$ cat src/rtl/i2c_pkg.sv
// Shared types for the I2C write-path blocks: field widths, arbiter FSM states
// and the address/data payload latched for the master.
package i2c_pkg;

  localparam int unsigned I2C_ADDR_W = 7;
  localparam int unsigned I2C_DATA_W = 8;

  typedef enum logic [2:0] {
    IDLE      = 3'd0,
    LAUNCH    = 3'd1,
    WAIT_BUSY = 3'd2,
    WAIT_DONE = 3'd3,
    RELEASE   = 3'd4
  } arb_state_e;

  typedef struct packed {
    logic [I2C_ADDR_W-1:0] addr;
    logic [I2C_DATA_W-1:0] data;
  } i2c_wr_t;

endpackage

$ cat src/rtl/rr_pick.sv
// Combinational round-robin picker: first set request after index 'last',
// wrapping modulo N. Returns valid, a one-hot winner and its index.
module rr_pick #(
  parameter int unsigned N  = 4,
  parameter int unsigned IW = $clog2(N)
) (
  input  logic [N-1:0]  req,
  input  logic [IW-1:0] last,
  output logic          valid,
  output logic [N-1:0]  onehot,
  output logic [IW-1:0] idx
);

  logic [IW-1:0] cand;

  // Scan offsets 1..N so 'last' itself has the lowest priority.
  always_comb begin
    valid  = 1'b0;
    onehot = '0;
    idx    = '0;
    cand   = '0;
    for (int unsigned k = 1; k <= N; k++) begin
      cand = IW'((32'(last) + k) % N);
      if (!valid && req[cand]) begin
        valid        = 1'b1;
        onehot[cand] = 1'b1;
        idx          = cand;
      end
    end
  end

endmodule

$ cat src/rtl/i2c_wr_arbiter.sv
// Round-robin arbiter sharing one I2C write master between NREQ requesters,
// with a watchdog on both the start handshake and the frame completion.
module i2c_wr_arbiter
  import i2c_pkg::*;
#(
  parameter int unsigned NREQ    = 4,
  parameter int unsigned TIMEOUT = 64
) (
  input  logic                       clk,
  input  logic                       rst,
  input  logic [NREQ-1:0]            req,
  input  logic [NREQ*I2C_ADDR_W-1:0] req_addr,
  input  logic [NREQ*I2C_DATA_W-1:0] req_data,
  output logic [NREQ-1:0]            gnt,
  output logic [NREQ-1:0]            done,
  output logic [NREQ-1:0]            err,
  output logic                       busy,
  output logic [I2C_ADDR_W-1:0]      m_addr,
  output logic [I2C_DATA_W-1:0]      m_data,
  output logic                       m_start,
  input  logic                       m_ready
);

  localparam int unsigned IW = $clog2(NREQ);
  localparam int unsigned TW = $clog2(TIMEOUT) + 1;

  arb_state_e      state_q, state_d;
  logic [NREQ-1:0] gnt_q, gnt_d;
  logic [NREQ-1:0] done_q, done_d;
  logic [NREQ-1:0] err_q, err_d;
  logic            busy_q, busy_d;
  logic            start_q, start_d;
  i2c_wr_t         frame_q, frame_d;
  logic [IW-1:0]   last_q, last_d;
  logic [TW-1:0]   timer_q, timer_d;

  logic            pick_valid;
  logic [NREQ-1:0] pick_onehot;
  logic [IW-1:0]   pick_idx;

  logic [I2C_ADDR_W-1:0] addr_arr [NREQ];
  logic [I2C_DATA_W-1:0] data_arr [NREQ];

  for (genvar i = 0; i < NREQ; i++) begin : g_unpack
    assign addr_arr[i] = req_addr[I2C_ADDR_W*i +: I2C_ADDR_W];
    assign data_arr[i] = req_data[I2C_DATA_W*i +: I2C_DATA_W];
  end

  rr_pick #(
    .N  (NREQ),
    .IW (IW)
  ) u_pick (
    .req    (req),
    .last   (last_q),
    .valid  (pick_valid),
    .onehot (pick_onehot),
    .idx    (pick_idx)
  );

  always_ff @(posedge clk or negedge rst) begin
    if (!rst) begin
      state_q <= IDLE;
      gnt_q   <= '0;
      done_q  <= '0;
      err_q   <= '0;
      busy_q  <= 1'b0;
      start_q <= 1'b0;
      frame_q <= '0;
      last_q  <= IW'(NREQ - 1);
      timer_q <= '0;
    end else begin
      state_q <= state_d;
      gnt_q   <= gnt_d;
      done_q  <= done_d;
      err_q   <= err_d;
      busy_q  <= busy_d;
      start_q <= start_d;
      frame_q <= frame_d;
      last_q  <= last_d;
      timer_q <= timer_d;
    end
  end

  // gnt_q doubles as the one-hot of the current winner for done/err.
  always_comb begin
    state_d = state_q;
    gnt_d   = gnt_q;
    done_d  = '0;
    err_d   = '0;
    start_d = 1'b0;
    frame_d = frame_q;
    last_d  = last_q;
    timer_d = timer_q;

    unique case (state_q)
      IDLE: begin
        if (pick_valid && m_ready) begin
          frame_d.addr = addr_arr[pick_idx];
          frame_d.data = data_arr[pick_idx];
          gnt_d        = pick_onehot;
          last_d       = pick_idx;
          state_d      = LAUNCH;
        end
      end
      LAUNCH: begin
        start_d = 1'b1;
        timer_d = '0;
        state_d = WAIT_BUSY;
      end
      WAIT_BUSY: begin
        if (!m_ready) begin
          timer_d = '0;
          state_d = WAIT_DONE;
        end else if (timer_q == TW'(TIMEOUT - 1)) begin
          err_d   = gnt_q;
          state_d = RELEASE;
        end else begin
          timer_d = timer_q + TW'(1);
        end
      end
      WAIT_DONE: begin
        if (m_ready) begin
          done_d  = gnt_q;
          state_d = RELEASE;
        end else if (timer_q == TW'(TIMEOUT - 1)) begin
          err_d   = gnt_q;
          state_d = RELEASE;
        end else begin
          timer_d = timer_q + TW'(1);
        end
      end
      RELEASE: begin
        gnt_d   = '0;
        state_d = IDLE;
      end
      default: begin
        gnt_d   = '0;
        state_d = IDLE;
      end
    endcase

    busy_d = (state_d != IDLE);
  end

  assign gnt     = gnt_q;
  assign done    = done_q;
  assign err     = err_q;
  assign busy    = busy_q;
  assign m_start = start_q;
  assign m_addr  = frame_q.addr;
  assign m_data  = frame_q.data;

endmodule

$ cat config.mk
export PLATFORM = sky130hd
export DESIGN_NAME = i2c_wr_arbiter
export DESIGN_NICKNAME = d
export VERILOG_FILES = /design/src/rtl/i2c_pkg.sv /design/src/rtl/rr_pick.sv /design/src/rtl/i2c_wr_arbiter.sv
export SDC_FILE = /design/constraint.sdc
export NUM_CORES = 1
export LEC_CHECK = 0
export CORE_UTILIZATION = 45
export CTS_CLUSTER_SIZE = 28
export DETAILED_ROUTE_END_ITERATION = 8
export MAX_ROUTING_LAYER = met4
export PLACE_DENSITY = 0.8
export SYNTH_ARGS = -nofsm -noshare
export SYNTH_HDL_FRONTEND = slang
export SYNTH_HIERARCHICAL = 1
export SYNTH_SLANG_ARGS = --single-unit
$ cat constraint.sdc
create_clock -name clk -period 7 [get_ports clk]
set_clock_uncertainty 0.15 [all_clocks]
set_input_delay 1.05 -clock clk [delete_from_list [all_inputs] [get_ports clk]]
set_output_delay 1.05 -clock clk [all_outputs]
set_load 0.1 [all_outputs]
==> flow_metrics.env <==
export IMPL_cts_tree="built"
export IMPL_final_layout_size_suffix_gt1_frac=0.168
export IMPL_synth_top_cell_area_share=0.364
export IMPL_overflow=0
export IMPL_worst_hold_slack_ns=0.360
export IMPL_cts_made_buffers=5
export IMPL_grt_pass1_wl_mm=10.8
export IMPL_rows=27
export IMPL_drt_total_wl_mm=6.28
export IMPL_cp_slowest_cell="a221oi_4"
export IMPL_drt_iter0_drc=168
export IMPL_syn_cell_area_um2=2680
export IMPL_leakage_nw=1.48
export IMPL_synth_seq_cells=41
export IMPL_grt_pass1_vias=2272
export IMPL_synth_cells=241
export IMPL_io_pins=96
export IMPL_setup_viol=0
export IMPL_post_cts_buffers=0
export IMPL_cap_viol_max_count=0
export IMPL_critical_path_arrival_ns=4.23
export IMPL_yosysSeqAreaShare=0.383
export IMPL_crit_top_cell="inv_1"
export IMPL_synth_area_leader_cell="dfrtp_1"
export IMPL_path_max_fanout=21
export IMPL_synth_area_leaders="dfrtp_1, mux4_2, mux2_2, ha_1, nand2_1"
export IMPL_die_h_um=79.2
export IMPL_crit_chain="inv_1, ha_1, inv_1, a311o_1, a221oi_4, mux4_2, mux2_2"
export IMPL_crit_family="compound AO/OA/AOI/OAI gates"
export IMPL_cp_end_kind="register"
export IMPL_max_clock_path_buffers=2
export IMPL_dieArea_um2=6280
export IMPL_start_util=0.476
export IMPL_port_buffers=95
export IMPL_postRouteAntennaNets=0
export IMPL_core_area_um2=5640
export IMPL_hp_class="reg2reg"
export IMPL_area_growth_pct=39.7
export IMPL_start_kind="register"
export IMPL_max_stage_delay_ns=0.93
export IMPL_async_flop_share=1.00
export IMPL_track_usage=0.227
export IMPL_ys_warn_count=6
export IMPL_period_needed_ns=4.19
export IMPL_vias=2314
export IMPL_fmax_mhz=238
export IMPL_final_nets=403
export IMPL_slew_viol_final=0
export IMPL_remaining_drc_errors=0
export IMPL_cts_hold_buf=0
export IMPL_place_congestion=0.843
export IMPL_synthFlopType="dfrtp_1"
export IMPL_cp_num_buf_inv=2
export IMPL_fill_cells=456
export IMPL_relSlewSlack=0.228
export IMPL_dp_hpwl_mm=4.81
export IMPL_clk_pin_slew_worst_paths_ns=0.08
export IMPL_synth_edf_count=0
export IMPL_worstSkewPairLatency_ns=0.29
export IMPL_first_pass_iters=4
export IMPL_cp_data_required_time_ns=7.03
export IMPL_cts_resized=0
export IMPL_tightest_slew_ns=1.16
export IMPL_grt_start_max_net_pins=42
export IMPL_synthMostInstantiatedCell="dfrtp_1"
export IMPL_outcome="complete, no violations"
export IMPL_cts_htree_levels=2
export IMPL_rsz0062_at_grt="no"
export IMPL_syn_avg_cell_area_um2=11.1
export IMPL_antenna_cells=0
export IMPL_die_x_um=79.2
export IMPL_avgRoutedWirePerCell_um=15.7
export IMPL_synthesis_nets=317
export IMPL_synth_cell_types=45
export IMPL_setup_tns_ns=0
export IMPL_power_density_nw_per_um2=478
export IMPL_worstSetupPathType="reg2reg"
export IMPL_cts_root_buf="clkbuf_8"
export IMPL_period_share=0.599
export IMPL_final_hold_viol_count=0
export IMPL_synth_common_cells="dfrtp_1, mux2_2, nand2_1"
export IMPL_antenna_found_initial=0
export IMPL_cts_sinks=41
export IMPL_peakVddDrop_v=0.000255
export IMPL_vias_per_cell=5.79
-- cell usage in the layout (no fill, tap or decap), types with 3 or more instances in the layout --
master,netlist,routed
a31oi_1,7,7
nand2b_1,3,3
ha_1,9,9
nand2_1,18,18
dfrtp_1,39,39
o21ai_0,8,8
a21oi_1,8,8
mux2_2,18,18
nor3_1,4,4
a2111o_1,4,4
mux2i_1,3,3
and2_1,8,8
clkbuf_8,0,7
nand4_1,6,6
a211oi_1,3,3
inv_1,11,11
o31ai_1,5,5
nor3b_1,3,3
mux4_2,17,17
or2_2,3,3
clkdlybuf4s50_1,0,94
nand3_1,3,3
or3_1,7,7
o311ai_0,3,3
nor2_1,7,7
-- metrics by stage --
stage / instance area (um2) / total power, mW / cells / setup slack [ns] / util
2_1_floorplan: 2680 / 1.35 / 241 / 3.17 / -
3_3_place_gp: 3650 / 1.60 / 392 / 2.61 / 0.647
3_5_place_dp: 3650 / 1.62 / 392 / 2.52 / 0.647
4_1_cts: 3750 / 1.80 / 400 / 2.78 / 0.665
5_1_grt: 3750 / 1.89 / 400 / 2.51 / 0.665
6_report: 3750 / 1.79 / 400 / 2.81 / 0.665
-- power breakdown --
group          switching [mW]  leakage (nW)  internal [mW]
registers              0.0857         0.522          0.324
clock network          0.0803        0.0542         0.0891
logic                   0.786         0.906          0.427
total                   0.952          1.48          0.840
-- layout make-up --
class	count	area, um2	area share
Sequential cell	41	1030	0.274
Clock inverter	1	5.00	0.00133
Multi-Input combinational cell	171	1530	0.407
Clock buffer	7	96.3	0.0257
Timing Repair Buffer	97	961	0.256
Tap cell	72	90.1	0.0240
Inverter	11	41.3	0.0110
-- registers in the layout, summed over array words and instances (netlist names), 2 cells and up --
signal,cells
last_q,2
done,4
m_data,8
err,4
gnt,4
m_addr,7
state_q,3
timer_q,7
-- final timing paths --
| check | start | to | slack [ns] | cells after the start |
|---|---|---|---|---|
| max in group asynchronous | rst | m_addr[5]$_DFFE_PN0P_ | 5.42 | 1 |
| hold / removal | m_data[4]$_DFFE_PN0P_ | m_data[4]$_DFFE_PN0P_ | 0.36 | 1 |
| hold reg to reg | m_data[4]$_DFFE_PN0P_ | m_data[4]$_DFFE_PN0P_ | 0.36 | 1 |
| min in group asynchronous | rst | m_addr[1]$_DFFE_PN0P_ | 0.72 | 1 |
| setup reg to reg | last_q[0]$_DFFE_PN1P_ | m_addr[2]$_DFFE_PN0P_ | 2.81 | 7 |
| setup / recovery | last_q[0]$_DFFE_PN1P_ | m_addr[2]$_DFFE_PN0P_ | 2.81 | 7 |
-- layer usage --
metal / track usage / vias up / routed length (um)
li1: - / 1090 / -
met1: 0.274 / 1106 / 2640
met2: 0.385 / 108 / 3190
met3: 0.0391 / 10 / 338
met4: 0.0745 / 0 / 116
met5: - / - / 0
-- cell families (layout without fill, tap and decap cells) --
logic type | after synthesis | after routing | share of synthesized area
AO/OA/AOI/OAI | 48 | 48 | 0.128
XOR/XNOR | 1 | 1 | 0.00326
adder cells (fa/ha/maj) | 9 | 9 | 0.0420
buffers and inverters | 29 | 116 | 0.0564
flip-flops | 41 | 41 | 0.383
multiplexers | 38 | 38 | 0.229
AND/OR/NAND/NOR | 75 | 75 | 0.158
Power figures use the tool's default switching activity.
